<file path="config.mk">
export PLATFORM = sky130hd
export DESIGN_NAME = alu_share_arb_flat
export DESIGN_NICKNAME = d
export VERILOG_FILES = /design/src/rtl/alu_share_arb_if.sv /design/src/rtl/alu_share_arb.sv /design/src/flat_wrapper.sv
export SDC_FILE = /design/constraint.sdc
export NUM_CORES = 1
export LEC_CHECK = 0
export CORE_AREA = 2 2 143 145
export CTS_CLUSTER_DIAMETER = 150
export CTS_CLUSTER_SIZE = 10
export DETAILED_ROUTE_END_ITERATION = 8
export DIE_AREA = 0 0 145 147
export PLACE_DENSITY_LB_ADDON = 0.12
export SLEW_MARGIN = 20
export SYNTH_ARGS = -nofsm -noshare
export SYNTH_HDL_FRONTEND = slang
export SYNTH_SLANG_ARGS = --single-unit
export TNS_END_PERCENT = 10
</file>
<file path="constraint.sdc">
create_clock -name clk -period 3.7 [get_ports clk]
set_input_delay 1.11 -clock clk [delete_from_list [all_inputs] [get_ports clk]]
set_output_delay 1.11 -clock clk [all_outputs]
set_load 0.01 [all_outputs]
</file>
<file path="src/rtl/alu_share_arb_if.sv">
// Request/response/ALU bundle between two requesters and the shared-ALU arbiter.
// slave = arbiter side, master = requesters plus the external combinational ALU.
interface alu_share_arb_if #(
    parameter int DATA_W = 32,
    parameter int CODE_W = 6,
    parameter int TAG_W  = 4,
    parameter int CNT_W  = 16
);
    logic [1:0]        req_valid;
    logic [1:0]        req_ready;
    logic [CODE_W-1:0] req0_code;
    logic [CODE_W-1:0] req1_code;
    logic [DATA_W-1:0] req0_op1;
    logic [DATA_W-1:0] req0_op2;
    logic [DATA_W-1:0] req1_op1;
    logic [DATA_W-1:0] req1_op2;
    logic [TAG_W-1:0]  req0_tag;
    logic [TAG_W-1:0]  req1_tag;

    logic [CODE_W-1:0] alu_code;
    logic [DATA_W-1:0] alu_op1;
    logic [DATA_W-1:0] alu_op2;
    logic [DATA_W-1:0] alu_result;
    logic              alu_br_taken;

    logic [1:0]        rsp_valid;
    logic [1:0]        rsp_ready;
    logic [DATA_W-1:0] rsp0_result;
    logic [DATA_W-1:0] rsp1_result;
    logic              rsp0_br_taken;
    logic              rsp1_br_taken;
    logic [TAG_W-1:0]  rsp0_tag;
    logic [TAG_W-1:0]  rsp1_tag;

    logic [CNT_W-1:0]  gnt_cnt0;
    logic [CNT_W-1:0]  gnt_cnt1;
    logic              busy;

    modport slave (
        input  req_valid, req0_code, req1_code, req0_op1, req0_op2,
               req1_op1, req1_op2, req0_tag, req1_tag,
               alu_result, alu_br_taken, rsp_ready,
        output req_ready, alu_code, alu_op1, alu_op2,
               rsp_valid, rsp0_result, rsp1_result, rsp0_br_taken,
               rsp1_br_taken, rsp0_tag, rsp1_tag, gnt_cnt0, gnt_cnt1, busy
    );

    modport master (
        output req_valid, req0_code, req1_code, req0_op1, req0_op2,
               req1_op1, req1_op2, req0_tag, req1_tag,
               alu_result, alu_br_taken, rsp_ready,
        input  req_ready, alu_code, alu_op1, alu_op2,
               rsp_valid, rsp0_result, rsp1_result, rsp0_br_taken,
               rsp1_br_taken, rsp0_tag, rsp1_tag, gnt_cnt0, gnt_cnt1, busy
    );
endinterface

</file>
<file path="src/rtl/alu_share_arb.sv">
// Round-robin share of one combinational ALU between two requesters.
// Latency: request accepted in cycle N -> response valid in cycle N+1.
// Backpressure: a requester is only granted when its one-entry response buffer is empty or draining.
module alu_share_arb #(
    parameter int DATA_W = 32,
    parameter int CODE_W = 6,
    parameter int TAG_W  = 4,
    parameter int CNT_W  = 16
) (
    input  logic          clk,
    input  logic          rst_n,
    alu_share_arb_if.slave bus
);

    typedef struct packed {
        logic [CODE_W-1:0] code;
        logic [DATA_W-1:0] op1;
        logic [DATA_W-1:0] op2;
        logic [TAG_W-1:0]  tag;
    } req_t;

    typedef struct packed {
        logic [DATA_W-1:0] result;
        logic              br_taken;
        logic [TAG_W-1:0]  tag;
    } rsp_t;

    req_t              req [2];
    rsp_t              rsp_q [2];
    logic [1:0]        rsp_vld_q;
    logic [CNT_W-1:0]  cnt_q [2];
    logic              rr_ptr;

    logic [1:0]        eligible;
    logic [1:0]        grant;
    logic              gnt_idx;

    logic [CODE_W-1:0] hold_code;
    logic [DATA_W-1:0] hold_op1;
    logic [DATA_W-1:0] hold_op2;

    assign req[0] = {bus.req0_code, bus.req0_op1, bus.req0_op2, bus.req0_tag};
    assign req[1] = {bus.req1_code, bus.req1_op1, bus.req1_op2, bus.req1_tag};

    // A full buffer that drains this cycle can accept a new result on the same edge.
    always_comb begin
        eligible = bus.req_valid & (~rsp_vld_q | bus.rsp_ready);
        grant    = 2'b00;
        if (eligible == 2'b11) begin
            grant = rr_ptr ? 2'b10 : 2'b01;
        end else begin
            grant = eligible;
        end
        gnt_idx = grant[1];
    end

    assign bus.req_ready = grant;

    // Idle cycles keep the last granted operands on the ALU inputs to avoid toggling.
    always_comb begin
        bus.alu_code = hold_code;
        bus.alu_op1  = hold_op1;
        bus.alu_op2  = hold_op2;
        if (|grant) begin
            bus.alu_code = req[gnt_idx].code;
            bus.alu_op1  = req[gnt_idx].op1;
            bus.alu_op2  = req[gnt_idx].op2;
        end
    end

    always_ff @(posedge clk or negedge rst_n) begin
        if (!rst_n) begin
            hold_code <= '0;
            hold_op1  <= '0;
            hold_op2  <= '0;
            rr_ptr    <= 1'b0;
        end else if (|grant) begin
            hold_code <= req[gnt_idx].code;
            hold_op1  <= req[gnt_idx].op1;
            hold_op2  <= req[gnt_idx].op2;
            rr_ptr    <= ~gnt_idx;
        end
    end

    always_ff @(posedge clk or negedge rst_n) begin
        if (!rst_n) begin
            rsp_vld_q <= 2'b00;
            for (int i = 0; i < 2; i++) begin
                rsp_q[i] <= '0;
                cnt_q[i] <= '0;
            end
        end else begin
            for (int i = 0; i < 2; i++) begin
                if (grant[i]) begin
                    rsp_vld_q[i] <= 1'b1;
                    rsp_q[i]     <= '{result:   bus.alu_result,
                                      br_taken: bus.alu_br_taken,
                                      tag:      req[i].tag};
                end else if (bus.rsp_ready[i]) begin
                    rsp_vld_q[i] <= 1'b0;
                end
                if (grant[i] && (cnt_q[i] != {CNT_W{1'b1}})) begin
                    cnt_q[i] <= cnt_q[i] + CNT_W'(1);
                end
            end
        end
    end

    assign bus.rsp_valid     = rsp_vld_q;
    assign bus.rsp0_result   = rsp_q[0].result;
    assign bus.rsp1_result   = rsp_q[1].result;
    assign bus.rsp0_br_taken = rsp_q[0].br_taken;
    assign bus.rsp1_br_taken = rsp_q[1].br_taken;
    assign bus.rsp0_tag      = rsp_q[0].tag;
    assign bus.rsp1_tag      = rsp_q[1].tag;
    assign bus.gnt_cnt0      = cnt_q[0];
    assign bus.gnt_cnt1      = cnt_q[1];
    assign bus.busy          = |rsp_vld_q;

endmodule

</file>
<file path="src/flat_wrapper.sv">
// flat-port wrapper written by rule: the top's interface ports become plain ports
module alu_share_arb_flat 
#(
    parameter int DATA_W = 32,
    parameter int CODE_W = 6,
    parameter int TAG_W  = 4,
    parameter int CNT_W  = 16
)
  (clk, rst_n, bus_req_valid, bus_req0_code, bus_req1_code, bus_req0_op1, bus_req0_op2, bus_req1_op1, bus_req1_op2, bus_req0_tag, bus_req1_tag, bus_alu_result, bus_alu_br_taken, bus_rsp_ready, bus_req_ready, bus_alu_code, bus_alu_op1, bus_alu_op2, bus_rsp_valid, bus_rsp0_result, bus_rsp1_result, bus_rsp0_br_taken, bus_rsp1_br_taken, bus_rsp0_tag, bus_rsp1_tag, bus_gnt_cnt0, bus_gnt_cnt1, bus_busy);
  alu_share_arb_if #(.DATA_W(DATA_W), .CODE_W(CODE_W), .TAG_W(TAG_W), .CNT_W(CNT_W)) bus_i ();
  input  logic clk;
  input  logic rst_n;
  input wire logic [$bits(bus_i.req_valid)-1:0] bus_req_valid;
  input wire logic [$bits(bus_i.req0_code)-1:0] bus_req0_code;
  input wire logic [$bits(bus_i.req1_code)-1:0] bus_req1_code;
  input wire logic [$bits(bus_i.req0_op1)-1:0] bus_req0_op1;
  input wire logic [$bits(bus_i.req0_op2)-1:0] bus_req0_op2;
  input wire logic [$bits(bus_i.req1_op1)-1:0] bus_req1_op1;
  input wire logic [$bits(bus_i.req1_op2)-1:0] bus_req1_op2;
  input wire logic [$bits(bus_i.req0_tag)-1:0] bus_req0_tag;
  input wire logic [$bits(bus_i.req1_tag)-1:0] bus_req1_tag;
  input wire logic [$bits(bus_i.alu_result)-1:0] bus_alu_result;
  input wire logic [$bits(bus_i.alu_br_taken)-1:0] bus_alu_br_taken;
  input wire logic [$bits(bus_i.rsp_ready)-1:0] bus_rsp_ready;
  output wire logic [$bits(bus_i.req_ready)-1:0] bus_req_ready;
  output wire logic [$bits(bus_i.alu_code)-1:0] bus_alu_code;
  output wire logic [$bits(bus_i.alu_op1)-1:0] bus_alu_op1;
  output wire logic [$bits(bus_i.alu_op2)-1:0] bus_alu_op2;
  output wire logic [$bits(bus_i.rsp_valid)-1:0] bus_rsp_valid;
  output wire logic [$bits(bus_i.rsp0_result)-1:0] bus_rsp0_result;
  output wire logic [$bits(bus_i.rsp1_result)-1:0] bus_rsp1_result;
  output wire logic [$bits(bus_i.rsp0_br_taken)-1:0] bus_rsp0_br_taken;
  output wire logic [$bits(bus_i.rsp1_br_taken)-1:0] bus_rsp1_br_taken;
  output wire logic [$bits(bus_i.rsp0_tag)-1:0] bus_rsp0_tag;
  output wire logic [$bits(bus_i.rsp1_tag)-1:0] bus_rsp1_tag;
  output wire logic [$bits(bus_i.gnt_cnt0)-1:0] bus_gnt_cnt0;
  output wire logic [$bits(bus_i.gnt_cnt1)-1:0] bus_gnt_cnt1;
  output wire logic [$bits(bus_i.busy)-1:0] bus_busy;
  assign bus_i.req_valid = bus_req_valid;
  assign bus_i.req0_code = bus_req0_code;
  assign bus_i.req1_code = bus_req1_code;
  assign bus_i.req0_op1 = bus_req0_op1;
  assign bus_i.req0_op2 = bus_req0_op2;
  assign bus_i.req1_op1 = bus_req1_op1;
  assign bus_i.req1_op2 = bus_req1_op2;
  assign bus_i.req0_tag = bus_req0_tag;
  assign bus_i.req1_tag = bus_req1_tag;
  assign bus_i.alu_result = bus_alu_result;
  assign bus_i.alu_br_taken = bus_alu_br_taken;
  assign bus_i.rsp_ready = bus_rsp_ready;
  assign bus_req_ready = bus_i.req_ready;
  assign bus_alu_code = bus_i.alu_code;
  assign bus_alu_op1 = bus_i.alu_op1;
  assign bus_alu_op2 = bus_i.alu_op2;
  assign bus_rsp_valid = bus_i.rsp_valid;
  assign bus_rsp0_result = bus_i.rsp0_result;
  assign bus_rsp1_result = bus_i.rsp1_result;
  assign bus_rsp0_br_taken = bus_i.rsp0_br_taken;
  assign bus_rsp1_br_taken = bus_i.rsp1_br_taken;
  assign bus_rsp0_tag = bus_i.rsp0_tag;
  assign bus_rsp1_tag = bus_i.rsp1_tag;
  assign bus_gnt_cnt0 = bus_i.gnt_cnt0;
  assign bus_gnt_cnt1 = bus_i.gnt_cnt1;
  assign bus_busy = bus_i.busy;
  alu_share_arb #(.DATA_W(DATA_W), .CODE_W(CODE_W), .TAG_W(TAG_W), .CNT_W(CNT_W)) u_core (.clk(clk), .rst_n(rst_n), .bus(bus_i));
endmodule
</file>
# [After elaboration in Yosys (flattened, before gate mapping)]
# Cells that the tools add are included.
[totals] mem_count=0 wordCells=43 inputBits=187 latchBits=0 romBits=0 regBits=179 ramBits=0 out_inout_bits=181
[op_classes] order_cmp=1 addsub=2 div=0 n_shift=0 mux=12 eq_ne=3 reduce_logical=6 mul=0 bitwise_logic=5
[op_table] op="two-way mux 74 bit" n=3
[op_table] op="two-way mux 32 bit" n=2
[op_table] op="adder 16 x 1 -> 16 bit, second input constant" n=2
[op_table] op="inequality test 16 bit, second input constant" n=2
[op_table] op="two-way mux 6 bit" n=1
[op_table] op="two-way mux 1 bit" n=4
[op_table] op="two-way mux 2 bit" n=2
[op_table] op="nonzero test 2 bit" n=2
[op_table] op="OR reduction 2 bit" n=2
[op_table] op="AND 2 bit" n=1
[op_table] op="== test 2 bit, second input constant" n=1
[op_table] op=">= comparator 2 bit, second input constant" n=1
[op_table] op="logical AND 1 bit" n=2
[op_table] op="NOT 1 -> 2 bit" n=1
[op_table] op="NOT 2 bit" n=1
[op_table] op="bitwise OR 2 bit" n=1
[op_table] op="NOT 1 bit" n=1

# [Depth between registers and ports, before layout]
# Gate-level depths: netlist (run 1).
[logic_depth] ltp_word=10 mapped_depth=7 depth_no_buf=5

# [Worst setup path after synthesis (run 1)]
# Ideal clock, no wire load.
[synth_path] path_kind="input to output" from="input bus_rsp_ready[0]" to="output bus_alu_op1[0]" setup_slack_ps=242 cell_stages=7 arrival_time_ps=2348 t_required_ps=2590 path_buffers=3 cell_sequence="nor2b_1 -> a311o_1 -> buf_2 -> buf_2 -> buf_1 -> o22ai_1 -> nor2_1"
[synth_via] elab_chain_len=9 word_cells_on_any_way=10 classes_between="eq/ne: 1; mux: 5; bitwise: 3; reduce/logical: 1"
[synth_rtl] element="start, declared" line_no="flat_wrapper.sv:24" rtl="input wire logic [$bits(bus_i.rsp_ready)-1:0] bus_rsp_ready;"
[synth_rtl] element="bitwise OR 2 bit (*)" line_no="alu_share_arb.sv:47" rtl="eligible = bus.req_valid & (~rsp_vld_q | bus.rsp_ready);"
[synth_rtl] element="AND 2 bit (*)" line_no="alu_share_arb.sv:47"
[synth_rtl] element="== test 2 bit" line_no="alu_share_arb.sv:49" rtl="if (eligible == 2'b11) begin"
[synth_rtl] element="two-way mux 2 bit (*)" line_no="alu_share_arb.sv:49"
[synth_rtl] element="NOT 1 -> 2 bit (implied by the code)" line_no="alu_share_arb.sv:66" rtl="bus.alu_op1 = req[gnt_idx].op1;"
[synth_rtl] element="two-way mux 74 bit (3 in a row)"
[synth_rtl] element="two-way mux 32 bit (*)"
[synth_rtl] element="end, declared" line_no="flat_wrapper.sv:27" rtl="output wire logic [$bits(bus_i.alu_op1)-1:0] bus_alu_op1;"
# Every way passes the cells marked *; elsewhere a longest branch is shown, timed or not. The select of a mux whose other input is x is not followed.

# [Worst setup path in the final report (run 1)]
[layout_path] from="input bus_rsp_ready[1]" to="output bus_alu_op2[20]"
[layout_via] elab_chain_len=9 word_cells_on_any_way=10 classes_between="eq/ne: 1; mux: 5; bitwise: 3; reduce/logical: 1"
[layout_rtl] element="bitwise OR 2 bit (*)" line_no="alu_share_arb.sv:47"
[layout_rtl] element="AND 2 bit (*)" line_no="alu_share_arb.sv:47"
[layout_rtl] element="== test 2 bit" line_no="alu_share_arb.sv:49"
[layout_rtl] element="two-way mux 2 bit (*)" line_no="alu_share_arb.sv:49"
[layout_rtl] element="NOT 1 -> 2 bit (implied by the code)" line_no="alu_share_arb.sv:67" rtl="bus.alu_op2 = req[gnt_idx].op2;"
[layout_rtl] element="two-way mux 74 bit"
[layout_rtl] element="two-way mux 74 bit (implied by the code)" line_no="alu_share_arb.sv:67"
[layout_rtl] element="two-way mux 74 bit"
[layout_rtl] element="two-way mux 32 bit (*)"
[layout_rtl] element="end, declared" line_no="flat_wrapper.sv:28" rtl="output wire logic [$bits(bus_i.alu_op2)-1:0] bus_alu_op2;"
# Marks and branches as above.

==> impl_metrics.toml, run 1 <==
[floorplan]
initial_core_util = 0.368
core_area_um2 = 19800
num_rows = 52
die_h_um = 147
io_pins = 368
die_x_um = 145
die-area_um2 = 21300

[final_layout]
final_cell_mix = "clkdlybuf4s50_1 (290), dfrtp_1 (179), nand2_1 (126)"
final_core_util = 0.664
final_common_cell = "clkdlybuf4s50_1"
multi_input_area_um2 = 3010
ff_latch_area_um2 = 4480
nNetsFinal = 1373
area_delta_synth_final_pct = 80.6
fill_cells = 1563
drive_gt1_frac = 0.306
fin_cells = 1471

[placed_design]
hpwl_um = 18700
dp_slack_ns = -0.712
post-place-cells = 1366
io_buffers = 367
place_congestion = 0.853

[drt]
routed_wl_um = 27900
vias_per_cell = 4.93
drc_errors = 0
via_count = 7257
first_pass_iters = 7
drtAntennaViolNets = 0
wl_per_cell_um = 19.0
drt_iter0_drc = 350

[clock_tree]
root_buffer = "clkbuf_16"
cts_buffers = 17
htreeDepth = 4
clock-sinks = 179
clkLatencyLatePin_ns = 0.44
clkTransAtPathRegs_ns = 0.07
clockBufferDepth = 2
cts_tree = "yes"

[worst_setup_path]
worstSetupPathType = "primary input to output pin"
critPathRequiredTime_ns = 2.59
r2r_start = "u_core.bus.rsp_valid[0]"
crit_top_cell = "buf_6"
r2r_end = "u_core.hold_op2[14]"
cpMaxStageDelayCell = "a311o_2"
start_kind = "primary input"
crit_family = "buffers and inverters"
crit_fanout = 8
rr_worst_depth = 20
cpPeakStageDelay_ns = 0.47
reg2reg_slack_ns = 0.35
critPathCaptureType = "output pin"
arrival_ns = 2.64
crit_buf_inv = 5
path_cells = "buf_6 -> nand2b_4 -> a311o_2 -> buf_6 -> buf_12 -> buf_16 -> o22ai_2 -> nor2_1 -> buf_2"

[synth]
synth_area_um2 = 7300
ys_ff_latch = 179
synth-seq-area-share = 0.614
synthDistinctLibCells = 32
syn_nets = 886
syn_avg_cell_area_um2 = 10.5
yosysWarnings = 0
syn_inst = 697

[power_and_ir_drop]
power_density_nw_per_um2 = 563
p_leak_nw = 5.84
irDropWorstVdd_mv = 0.341

[sta]
layout_setup_ws_ns = -0.0462
fmax_mhz = 267
hold_viol = 0
clock_skew_ns = 0.0154
max-slew-margin-rel = 0.435
rsz0062_at_grt = "true"
slew_violations = 0
worst_pin_slew_ns = 0.839
finalSetupViolCount = 26
min_period_ns = 3.75
fin_crit_sh = 1.01

[status]
violations = "setup timing"
outcome = "finished, violations left"

[worst_hold_path]
hold-path-endpoint = "u_core.bus.rsp1_result[31]"
min_path_cells = 2
min-delay-start = "u_core.bus.rsp1_result[31]"
hp-class = "flop to flop"

[global_route]
grt_pass1_wl_um = 42700
grt_overflow = 0
grt_max_degree = 57
grtUsageTotal = 0.259
grt_pass1_vias = 7512
antenna_found_initial = 4

[run]
maxCapViolCount = 0
## kinds of logic after synthesis
| logic type | after synthesis | share of synthesized area |
|---|---|---|
| compound gates | 74 | 0.0659 |
| xor+xnor | 29 | 0.0348 |
| fa+ha+maj | 2 | 0.00343 |
| buf+inv | 45 | 0.0281 |
| flops | 179 | 0.614 |
| mux | 40 | 0.0617 |
| simple gates | 328 | 0.192 |
## report_power, final
part           switching, mW  internal (mW)
sequential             0.323           2.42
clock                  0.871          0.965
combinational           1.23           1.60
## synth_stat cells
cell type / count / area share
nand3_1: 8 / 0.0055
mux2_2: 40 / 0.062
o22ai_1: 70 / 0.060
inv_1: 4 / 0.0021
nor4b_2: 1 / 0.0021
nor2_1: 143 / 0.074
or4_1: 1 / 0.0010
dfrtp_1: 179 / 0.61
a311o_1: 1 / 0.0014
nor4_1: 14 / 0.012
ha_1: 2 / 0.0034
nand2b_1: 2 / 0.0017
nor3b_1: 2 / 0.0021
nor3_1: 9 / 0.0062
nor4_2: 3 / 0.0051
nor2b_1: 1 / 0.00086
nand2_1: 126 / 0.065
and4_1: 1 / 0.0012
buf_6: 1 / 0.0015
buf_2: 23 / 0.016
buf_1: 10 / 0.0051
a22o_1: 1 / 0.0012
or2_2: 4 / 0.0034
nor4b_1: 1 / 0.0012
nand2b_4: 1 / 0.0019
or3_1: 1 / 0.00086
o31ai_1: 1 / 0.0010
xnor2_1: 1 / 0.0012
nand4_1: 10 / 0.0086
o311ai_2: 1 / 0.0022
xor2_1: 28 / 0.034
clkbuf_1: 7 / 0.0036
## layout make-up
cell class                 count  share of cell area
antenna                        4            0.000760
tap                          270              0.0256
sequential                   179               0.340
inverter                       4             0.00114
clock buffer                  17              0.0323
timing repair buffer         509               0.359
clock inverter                15              0.0128
multi-input combinational    473               0.229
## registers in the layout, indices dropped and copies added (netlist names)
register                  count
u_core.rr_ptr                 1
u_core.bus.rsp1_result       32
u_core.bus.gnt_cnt1          16
u_core.hold_op2              32
u_core.bus.rsp1_br_taken      1
u_core.bus.rsp1_tag           4
u_core.bus.rsp0_tag           4
u_core.hold_code              6
u_core.bus.rsp_valid          2
u_core.hold_op1              32
u_core.bus.gnt_cnt0          16
u_core.bus.rsp0_br_taken      1
u_core.bus.rsp0_result       32
## worst min-delay path: stages, from the launching register on
cell,delay (ns)
dfrtp_1,0.35
nand2_1,0.05
nand2_1,0.05
## repair_timing
item	in CTS	in global routing
hold buffers	0	0
pin swaps	15	10
setup buffers	63	1
endpoints found under the setup margin	72	74
gates cloned	5	0
gates resized for setup	306	74
## metal layers
layer / GRT usage / vias to the layer above / wire length (um)
met5: 0 / - / 0
met4: 0.113 / 0 / 859
met3: 0.0801 / 50 / 2080
met2: 0.445 / 312 / 14200
met1: 0.299 / 3550 / 10700
li1: - / 3345 / -
## through the flow
step / hold slack [ns] / area (um2) / total power [mW] / setup TNS (ns)
finish: 0.478 / 13200 / 7.41 / -0.557
global route: 0.503 / 13200 / 7.77 / -3.21
CTS: 0.480 / 13000 / 7.37 / -0.593
detailed placement: 0.461 / 11800 / 5.30 / -44.84
global placement: 0.457 / 11800 / 5.27 / -39.49
floorplan: 0.496 / 7300 / 3.63 / 0
## how the worst max path moves through the flow
stage | start | to | slack, ns | depth (start not counted)
floorplan | bus_rsp_ready[0] | bus_alu_op1[0] | 0.24 | 7
global placement | bus_req_valid[0] | bus_alu_op2[21] | -0.64 | 7
detailed placement | bus_rsp_ready[0] | bus_alu_op2[21] | -0.71 | 7
CTS | bus_rsp_ready[1] | bus_alu_op1[27] | -0.05 | 9
global route | bus_rsp_ready[1] | bus_alu_op1[2] | -0.09 | 9
finish | bus_rsp_ready[1] | bus_alu_op2[20] | -0.05 | 9
No activity file was read; power rests on OpenSTA's default activity.
==> inputs of run 2 (changes only) <==
SKIP_CTS_REPAIR_TIMING = 1   (was default)
clock period = 3.6 ns   (was 3.7 ns; I/O delays follow)
==> run 2 against run 1 <==
Effect of this change: the run now ends clean; count of clock-buffer cells in the layout is 3 higher; combinational power about the same; register-to-register slack better by 0.87 ns; largest power group is now registers; die area did not move; hold slack got worse by 0.0046 ns; core utilization fell by 0.27 points; flip-flop and latch count unchanged.
==> impl_metrics.toml, run 2 (synthesis results as in run 1) <==
[status]
outcome = "complete, no violations"

[final_layout]
final_cell_mix = "clkdlybuf4s50_1 (290), dfrtp_1 (179), nand2_1 (126)"
drive_gt1_frac = 0.284
nNetsFinal = 1342
final_common_cell = "clkdlybuf4s50_1"
fill_cells = 1561
area_delta_synth_final_pct = 79.8
fin_cells = 1438

[drt]
drt_iter0_drc = 261
via_count = 7008
drtAntennaViolNets = 0
first_pass_iters = 4
vias_per_cell = 4.87
routed_wl_um = 27100
wl_per_cell_um = 18.8
drc_errors = 0

[worst_setup_path]
start_kind = "primary input"
critPathRequiredTime_ns = 2.52
critPathCaptureType = "output pin"
worstSetupPathType = "primary input to output pin"
crit_fanout = 8
arrival_ns = 2.51
reg2reg_slack_ns = 1.22

[sta]
layout_setup_ws_ns = 0.00507
worst_pin_slew_ns = 0.736
max-slew-margin-rel = 0.505
fin_crit_sh = 0.999
hold_viol = 0
fmax_mhz = 278
finalSetupViolCount = 0
slew_violations = 0
clock_skew_ns = 0.00974
min_period_ns = 3.59

[global_route]
antenna_found_initial = 1
grt_max_degree = 57
grtUsageTotal = 0.237
grt_pass1_wl_um = 39400
grt_overflow = 0
grt_pass1_vias = 6970

[clock_tree]
cts_tree = "yes"
root_buffer = "clkbuf_16"
cts_buffers = 17
clkTransAtPathRegs_ns = 0.07
clockBufferDepth = 2
htreeDepth = 4
clkLatencyLatePin_ns = 0.42
clock-sinks = 179

[power_and_ir_drop]
p_int_mw = 5.09
power_frac_comb = 0.375
sequentialPowerShare = 0.377
switching_share = 0.319
power_density_nw_per_um2 = 569
power_frac_clock = 0.248
irDropWorstVdd_mv = 0.331
p_switching_mw = 2.38
p_leak_nw = 5.88

[floorplan]
core_area_um2 = 19800
die-area_um2 = 21300
die_x_um = 145
num_rows = 52
initial_core_util = 0.368
die_h_um = 147
io_pins = 368

[placed_design]
dp_slack_ns = -0.663
hpwl_um = 18700
io_buffers = 367
post-place-cells = 1375
place_congestion = 0.863

[run]
maxCapViolCount = 0

[worst_hold_path]
hp-class = "flop to flop"
## run 2: changes by cell type in the layout (fill, tap and decap cells not counted), moves of 6 or more
cell            delta
clkbuf_16          +8
nor2_4            +11
dlymetal6s2s_1    +20
buf_4             -32
clkbuf_2          +16
nor2_1            -11
o22ai_2            +6
buf_2             -28
## run 2: path summary, 6_finish.rpt
kind | from | to | cells after the start
worst min-delay path | u_core.bus.rsp1_result[17] | u_core.bus.rsp1_result[17] | 2
max in group asynchronous | rst_n | u_core.hold_op1[2] | 2
worst min register to register | u_core.bus.rsp1_result[17] | u_core.bus.rsp1_result[17] | 2
worst max register to register | u_core.bus.rsp_valid[0] | u_core.bus.gnt_cnt0[12] | 8
worst max-delay path | bus_req_valid[0] | bus_alu_op2[11] | 9
min in group asynchronous | rst_n | u_core.hold_op2[13] | 1
## run 2: through the flow
stage / hold WS [ns] / power, mW / utilization / setup TNS (ns) / cell area [um2]
2_1_floorplan: 0.496 / 3.73 / - / 0 / 7300
3_3_place_gp: 0.457 / 5.43 / 0.598 / -43.32 / 11900
3_5_place_dp: 0.461 / 5.47 / 0.598 / -45.14 / 11900
4_1_cts: 0.479 / 7.34 / 0.627 / -45.40 / 12500
5_1_grt: 0.498 / 7.84 / 0.661 / -1.24 / 13100
6_report: 0.473 / 7.47 / 0.661 / 0 / 13100
## run 2: layout make-up
cell class,count,area [um2],share of cell area
inverter,4,15.0,0.00114
tap,270,338,0.0258
timing repair buffer,478,4630,0.353
sequential,179,4480,0.341
clock inverter,12,119,0.00906
antenna,2,5.00,0.000381
multi-input combinational,473,3060,0.233
clock buffer,20,467,0.0356
## run 2: power groups by stage
stage / clock network, mW / registers [mW] / logic (mW)
after global routing: 1.98 / 2.87 / 2.99
after floorplan: 0 / 2.92 / 0.810
final: 1.86 / 2.81 / 2.80
after detailed placement: 0 / 2.82 / 2.65
after global placement: 0 / 2.80 / 2.63
after CTS: 1.90 / 2.78 / 2.66
## run 2: critical path: stages
cell and delay, ns:
dlymetal6s2s_1 0.12, inv_2 0.07, o311ai_4 0.46, buf_12 0.19, clkbuf_16 0.15, buf_8 0.12, nor2_4 0.04, nor2_2 0.13
buf_2 0.16
## run 2: metal layers
| layer | wire, um | global-route usage | vias to the layer above |
|---|---|---|---|
| li1 | - | - | 3288 |
| met5 | 0 | 0 | - |
| met1 | 10900 | 0.279 | 3412 |
| met2 | 13800 | 0.416 | 264 |
| met3 | 1640 | 0.0671 | 44 |
| met4 | 788 | 0.0807 | 0 |
==> inputs of run 3 (changes only) <==
CAP_MARGIN = 20   (was default)
==> results of run 3 <==
Final layout, timing and power as in run 2 (identical DEF).
